File: config.mk
export PLATFORM = sky130hd
export DESIGN_NAME = decode_stage
export DESIGN_NICKNAME = d
export VERILOG_FILES = /design/src/rtl/decode_stage.sv
export SDC_FILE = /design/constraint.sdc
export NUM_CORES = 2
export LEC_CHECK = 0
export ABC_CLOCK_PERIOD_IN_PS = 6300
export CAP_MARGIN = 20
export CORE_ASPECT_RATIO = 0.7
export CORE_MARGIN = 1
export CORE_UTILIZATION = 54
export CTS_CLUSTER_DIAMETER = 50
export DETAILED_ROUTE_END_ITERATION = 7
export PLACE_DENSITY = 0.77
export SETUP_SLACK_MARGIN = 0.2
export SYNTH_ARGS = -nofsm -noshare
export SYNTH_HDL_FRONTEND = slang
export SYNTH_SLANG_ARGS = --single-unit
File: constraint.sdc
create_clock -name clk -period 6.3 [get_ports clk]
set_input_delay 0.63 -clock clk [delete_from_list [all_inputs] [get_ports clk]]
set_output_delay 0.63 -clock clk [all_outputs]
set_load 0.05 [all_outputs]
File: src/rtl/decode_stage.sv
// decode_stage: instruction decode stage of a 5-stage MIPS pipeline.
// Holds the 32x32 register file (written from writeback), the main and
// ALU-control decoders, the sign extender and the ID/EX pipeline register.
// Optional build macro REGFILE_BYPASS_EN: when defined, a register being
// written by writeback in the same cycle is forwarded to the read ports.
module decode_stage #(
    parameter int          NREGS    = 32,
    parameter logic [31:0] RESET_PC = 32'h00000000
) (
    input  logic        clk,
    input  logic        rst,
    input  logic        flushE,
    input  logic [31:0] instrD,
    input  logic [31:0] pcD,
    input  logic [31:0] pcplus4D,
    input  logic        regwriteW,
    input  logic [4:0]  writeregW,
    input  logic [31:0] resultW,
    output logic        regwriteE,
    output logic        memtoregE,
    output logic        memwriteE,
    output logic        branchE,
    output logic        alusrcE,
    output logic        regdstE,
    output logic [2:0]  alucontrolE,
    output logic [31:0] rd1E,
    output logic [31:0] rd2E,
    output logic [31:0] immE,
    output logic [4:0]  rsE,
    output logic [4:0]  rtE,
    output logic [4:0]  rdE,
    output logic [31:0] pcE,
    output logic [31:0] pcplus4E
);

    localparam logic [5:0] OP_RTYPE = 6'h00;
    localparam logic [5:0] OP_LW    = 6'h23;
    localparam logic [5:0] OP_SW    = 6'h2B;
    localparam logic [5:0] OP_BEQ   = 6'h04;
    localparam logic [5:0] OP_ADDI  = 6'h08;

    localparam logic [5:0] FN_ADD = 6'h20;
    localparam logic [5:0] FN_SUB = 6'h22;
    localparam logic [5:0] FN_AND = 6'h24;
    localparam logic [5:0] FN_OR  = 6'h25;
    localparam logic [5:0] FN_SLT = 6'h2A;

    logic [31:0] regs [NREGS];

    logic [5:0]  opcode;
    logic [5:0]  funct;
    logic [4:0]  rs;
    logic [4:0]  rt;
    logic [4:0]  rd;
    logic [31:0] imm;
    logic [31:0] rd1;
    logic [31:0] rd2;

    logic        regwrite;
    logic        memtoreg;
    logic        memwrite;
    logic        branch;
    logic        alusrc;
    logic        regdst;
    logic [2:0]  alucontrol;

    // shamt is not used by any supported instruction
    logic        unused_shamt;

    assign opcode       = instrD[31:26];
    assign rs           = instrD[25:21];
    assign rt           = instrD[20:16];
    assign rd           = instrD[15:11];
    assign funct        = instrD[5:0];
    assign imm          = {{16{instrD[15]}}, instrD[15:0]};
    assign unused_shamt = ^instrD[10:6];

    // Register file: cleared on reset, written from writeback; $0 never written
    always_ff @(posedge clk) begin
        if (rst) begin
            for (int i = 0; i < NREGS; i++) begin
                regs[i] <= '0;
            end
        end else if (regwriteW && (writeregW != 5'd0)) begin
            regs[writeregW] <= resultW;
        end
    end

    // Combinational read ports; $0 reads as zero, optional writeback forwarding
    always_comb begin
        rd1 = (rs == 5'd0) ? 32'd0 : regs[rs];
        rd2 = (rt == 5'd0) ? 32'd0 : regs[rt];
`ifdef REGFILE_BYPASS_EN
        if (regwriteW && (writeregW != 5'd0) && (writeregW == rs)) begin
            rd1 = resultW;
        end
        if (regwriteW && (writeregW != 5'd0) && (writeregW == rt)) begin
            rd2 = resultW;
        end
`endif
    end

    // Main and ALU-control decode; unsupported opcodes or functs become a NOP
    always_comb begin
        regwrite   = 1'b0;
        memtoreg   = 1'b0;
        memwrite   = 1'b0;
        branch     = 1'b0;
        alusrc     = 1'b0;
        regdst     = 1'b0;
        alucontrol = 3'b000;
        case (opcode)
            OP_RTYPE: begin
                case (funct)
                    FN_ADD: begin regwrite = 1'b1; regdst = 1'b1; alucontrol = 3'b010; end
                    FN_SUB: begin regwrite = 1'b1; regdst = 1'b1; alucontrol = 3'b110; end
                    FN_AND: begin regwrite = 1'b1; regdst = 1'b1; alucontrol = 3'b000; end
                    FN_OR:  begin regwrite = 1'b1; regdst = 1'b1; alucontrol = 3'b001; end
                    FN_SLT: begin regwrite = 1'b1; regdst = 1'b1; alucontrol = 3'b111; end
                    default: begin end
                endcase
            end
            OP_LW: begin
                regwrite   = 1'b1;
                alusrc     = 1'b1;
                memtoreg   = 1'b1;
                alucontrol = 3'b010;
            end
            OP_SW: begin
                memwrite   = 1'b1;
                alusrc     = 1'b1;
                alucontrol = 3'b010;
            end
            OP_BEQ: begin
                branch     = 1'b1;
                alucontrol = 3'b110;
            end
            OP_ADDI: begin
                regwrite   = 1'b1;
                alusrc     = 1'b1;
                alucontrol = 3'b010;
            end
            default: begin end
        endcase
    end

    // ID/EX pipeline register: reset and flush both load a bubble
    always_ff @(posedge clk) begin
        if (rst || flushE) begin
            regwriteE   <= 1'b0;
            memtoregE   <= 1'b0;
            memwriteE   <= 1'b0;
            branchE     <= 1'b0;
            alusrcE     <= 1'b0;
            regdstE     <= 1'b0;
            alucontrolE <= 3'b000;
            rd1E        <= 32'd0;
            rd2E        <= 32'd0;
            immE        <= 32'd0;
            rsE         <= 5'd0;
            rtE         <= 5'd0;
            rdE         <= 5'd0;
            pcE         <= RESET_PC;
            pcplus4E    <= RESET_PC;
        end else begin
            regwriteE   <= regwrite;
            memtoregE   <= memtoreg;
            memwriteE   <= memwrite;
            branchE     <= branch;
            alusrcE     <= alusrc;
            regdstE     <= regdst;
            alucontrolE <= alucontrol;
            rd1E        <= rd1;
            rd2E        <= rd2;
            immE        <= imm;
            rsE         <= rs;
            rtE         <= rt;
            rdE         <= rd;
            pcE         <= pcD;
            pcplus4E    <= pcplus4D;
        end
    end

endmodule

## Word level (Yosys, flattened, before mapping)

Memories as Yosys holds them, arrays and structs flattened. A register that Yosys moved wholly into a read port is not among the register bits.
Cells that the tools add are included.

- Equal/unequal tests: 9
- Multiplexer cells: 16
- Bitwise gates (word level): 1
- Reduce and logical (&&, ||, !) cells: 13

Operators by type and width:

| cell | number |
|---|---|
| $eq A6 B6 Y1 const B | 7 |
| $mux W32 | 1 |
| $reduce_or A32 Y1 | 1 |
| $pmux W3 S4 | 1 |
| $mux W1 | 11 |
| $logic_not A5 Y1 | 2 |
| $pmux W3 S3 | 1 |
| $reduce_or A2 Y1 | 4 |
| $eq A6 B3 Y1 const B | 1 |
| $eq A6 B4 Y1 const B | 1 |
| $logic_not A6 Y1 | 1 |
| $mux W5 | 1 |
| $reduce_bool A5 Y1 | 1 |
| $reduce_or A5 Y1 | 1 |
| $reduce_or A3 Y1 | 1 |
| $pmux W1 S2 | 1 |
| $logic_and A1 B1 Y1 | 1 |
| $logic_or A1 B1 Y1 | 1 |
| $not A1 Y1 | 1 |

- Bits in registers: 104
- RAM bits: 1024
- Input port bits: 137
- Output and inout port bits: 184
- Word-level logic and storage cells: 53
- Memories kept: 1

Memory list:

| name | words | bits a word | read ports | clocked after memory_dff | write ports | line | source |
|---|---|---|---|---|---|---|---|
| regs | 32 | 32 | 2 | 2 | 32 | 48 | `logic [31:0] regs [NREGS];` |

## Logic depth before layout (Yosys ltp)

- Depth after elaboration: 7
- Mapped depth: 8
- Depth with buffers taken out: 5

## Worst setup path after synthesis

OpenSTA, ideal clock, no wires.

- Path type: input-to-reg
- From: in rst
- To: mem regs[12][0] (enable)
- Library setup time: 391 ps
- Arrival: 2361 ps
- Setup slack: 3549 ps
- Stages on the path: 6
- Path through: buf_2 > nand2b_1 > or3_1 > buf_2 > nor2_1 > or2_1

RTL lines:

| item | line | source |
|---|---|---|
| start: declaration | 11 | `input logic rst,` |
| end: declaration | 48 |  |

==> metrics.md <==
| Metric | Value |
|---|---|
| Global-route wire length before repair | `about 280 mm` |
| CTS clk-pin slew, worst paths | `0.06 ns` |
| Slew HR | `between 20 and 25%` |
| Clock sinks | `1187` |
| Die Width | `398 µm` |
| Post-route setup slack | `between 2 and 3 ns` |
| CP Launch Type | `primary input` |
| Max_cap viols | `0` |
| Via count | `40900` |
| Pre-CTS WS | `a little under 2 ns` |
| Vias/cell | `6.72` |
| Fin crit share | `57.4%` |
| Post-cts hold buffer count | `0` |
| Critical path arrival | `3.98 ns` |
| Fin cells | `about 6100` |
| CTS root buffer | `clkbuf_16` |
| DRT iter0 DRCs | `6140` |
| Drt wl/cell | `32.7 µm` |
| CTS buffer count | `around 120` |
| Final nets | `approximately 4700` |
| Cell-internal power | `about 14 mW` |
| Final min period | `3.62 ns` |
| Combinational share of power | `11.6%` |
| Sw power | `4.98 mW` |
| Setup Fix Bufs, Post-CTS | `0` |
| Register area share after synthesis | `57.4%` |
| Routed wire length | `between 150 and 200 mm` |
| Fin. Hold Viols | `0` |
| Clock power share | `between 30 and 40%` |
| Initial cell density of the core | `54.6%` |
| Die ar. | `0.111 mm²` |
| Cell Rows | `101` |
| Synth top area cells | `edfxtp_1 52%, and2_1 11%, mux2i_1 11%, mux4_2 7.4%, dfxtp_1 5.5%` |
| Mapped Area | `0.0593 mm²` |
| Fin. max-slew vios | `0` |
| Worst Skew | `0.0409 ns` |
| Gate Count Post-Synth | `4397` |
| Drt pass-1 iters | `6` |
| Cell Count Post-Placement | `5834` |
| Peak VDD IR | `roughly 260 µV` |
| Synth Register Bits | `1187` |
| Req. time, crit path | `approximately 6.7 ns` |
| Reg2Reg Setup Slack | `3.77 ns` |
| Vias in the first global route | `between 30000 and 40000` |
| Share of the synthesized area in the top cell type | `about half` |
| Post-Route Setup TNS | `0 ns` |
| Layout area overhead | `14.5%` |
| CTS tree | `yes` |
| Tightest Pin Transition | `approximately 1.2 ns` |
| Cell taking the most area after synthesis | `edfxtp_1` |
| Post-DP HPWL | `120 mm` |
| Grt total ovfl | `0` |
| Layout cells sized above 1 | `between 10% and 20%` |
| Status | `completed` |
| Initial antenna violation count | `9` |
| Design Power | `roughly 19 mW` |
| Final setup fails | `0` |
| Sw Share | `26.2%` |
| Placer Congestion | `0.931` |
| Resized Gates After CTS | `0` |
| Dominant synthesized flop cell | `edfxtp_1` |
| RSZ-0062 raised after global routing | `no` |
| Fmax | `0.276 GHz` |
| Yosys Warn Count | `0` |
| Leakage power | `around 25 nW` |
| DRC Markers | `0` |
| All-Layer GR Usage | `35.2%` |
| Leading cell types in the layout, fill and taps excluded | `1080 x and2_1, 1024 x edfxtp_1, 636 x mux2i_1` |
| Async SR Flop Fraction | `0%` |
| Commonest non-fill, non-tap cell in the layout | `and2_1` |
| Number of I/O port buffers | `320` |
| Max clock buf depth | `3` |
| Number of synthesized flops with an enable pin | `1024` |
| H-tree Lvls | `3` |
| Largest net degree at the start of global routing | `96` |
| Core box area | `0.109 mm²` |
| CP Max Fanout | `33` |
| Setup crit end kind | `flip-flop` |
| HP Class | `in -> reg` |
| Mean Syn Cell Area | `13.5 µm²` |
| Setup CP Type | `in -> reg` |
| Library cells used by synthesis | `47` |
| Clock Latency Late Sink | `0.77 ns` |
| Flop pwr share | `48.6%` |
| Total I/O pin count | `321` |
| DIE HEIGHT | `approximately 280 µm` |
| Final antenna-violating net count | `0` |
| Final Core Density | `62.5%` |
| Pwr dens | `~280 mW/mm²` |
critical path: stages:
cell             delay (ns)
clkdlybuf4s50_1        0.50
nor2b_1                0.21
nand3_1                0.72
nor2_4                 0.98
or2_2                  0.88
stage by stage:
stage          hold WS [ns]  area [µm²]
2_1_floorplan         0.674       59400
3_3_place_gp          0.736       63400
3_5_place_dp          0.748       63500
4_1_cts               0.254       67600
5_1_grt               0.283       67800
6_report              0.298       67900
power groups by stage:
stage / clock (mW) / sequential (mW) / combinational, mW
4_1_cts: 7.55 / 9.21 / 2.13
6_report: 7.56 / 9.23 / 2.20
5_1_grt: 7.84 / 9.26 / 2.26
2_1_floorplan: 0 / 9.45 / 1.18
3_3_place_gp: 0 / 9.36 / 2.09
3_5_place_dp: 0 / 9.38 / 2.12
kinds of logic after synthesis:
kind of cell / count (synthesis) / synth area share (%)
compound gates: 397 / 5.04
buf+inv: 459 / 3.59
flops: 1187 / 57.4
mux: 895 / 19.3
other cells: 1 / 0.00633
simple gates: 1458 / 14.6
cell type report:
| type | count | area (µm²) |
|---|---|---|
| Fill cell | 7931 | 40700 |
| Sequential cell | 1187 | 34000 |
| Multi-Input combinational cell | 2782 | 23600 |
| Timing Repair Buffer | 429 | 4280 |
| Clock buffer | 153 | 3300 |
| Tap cell | 1442 | 1800 |
| Clock inverter | 78 | 881 |
| Antenna cell | 9 | 22.5 |
| Inverter | 2 | 7.51 |
worst paths after layout:
path | from | end | cells past startpoint
max | regwriteW | regs[19][0] | 5
min | rst | regs[0][3] | 1
max reg2reg | regs[31][2] | rd1E[2] | 4
min reg2reg | regs[16][21] | rd2E[21] | 4
flip-flops by register name, indices dropped and copies added (netlist names), 3 cells and up:
name / flops
alucontrolE: 3
immE: 16
pcE: 32
pcplus4E: 32
rd1E: 32
rd2E: 32
regs: 1024
rsE: 5
rtE: 5
cells in the mapped netlist (28+ instances only):
cell type / n
a211oi_1: 60
a221oi_1: 29
a22oi_1: 222
and2_1: 1082
buf_2: 88
buf_4: 51
clkbuf_1: 295
dfxtp_1: 163
edfxtp_1: 1024
mux2_2: 65
mux2i_1: 636
mux4_2: 194
nand2_1: 104
nand3_1: 96
nand4_1: 63
nor2_1: 39
o221ai_1: 32
o22ai_1: 32
or2_1: 28
layer usage:
| layer | routed length [µm] | part of all wire (%) | global-route usage [%] | vias to the layer above |
|---|---|---|---|---|
| met5 | 10 | 0.0050 | 0 | - |
| met4 | 10300 | 5.2 | 17.0 | 2 |
| li1 | - | - | - | 16600 |
| met3 | 28700 | 14 | 11.6 | 550 |
| met2 | 85100 | 43 | 50.0 | 3488 |
| met1 | 74900 | 38 | 48.6 | 20200 |
No activity file was read; power rests on OpenSTA's default activity.
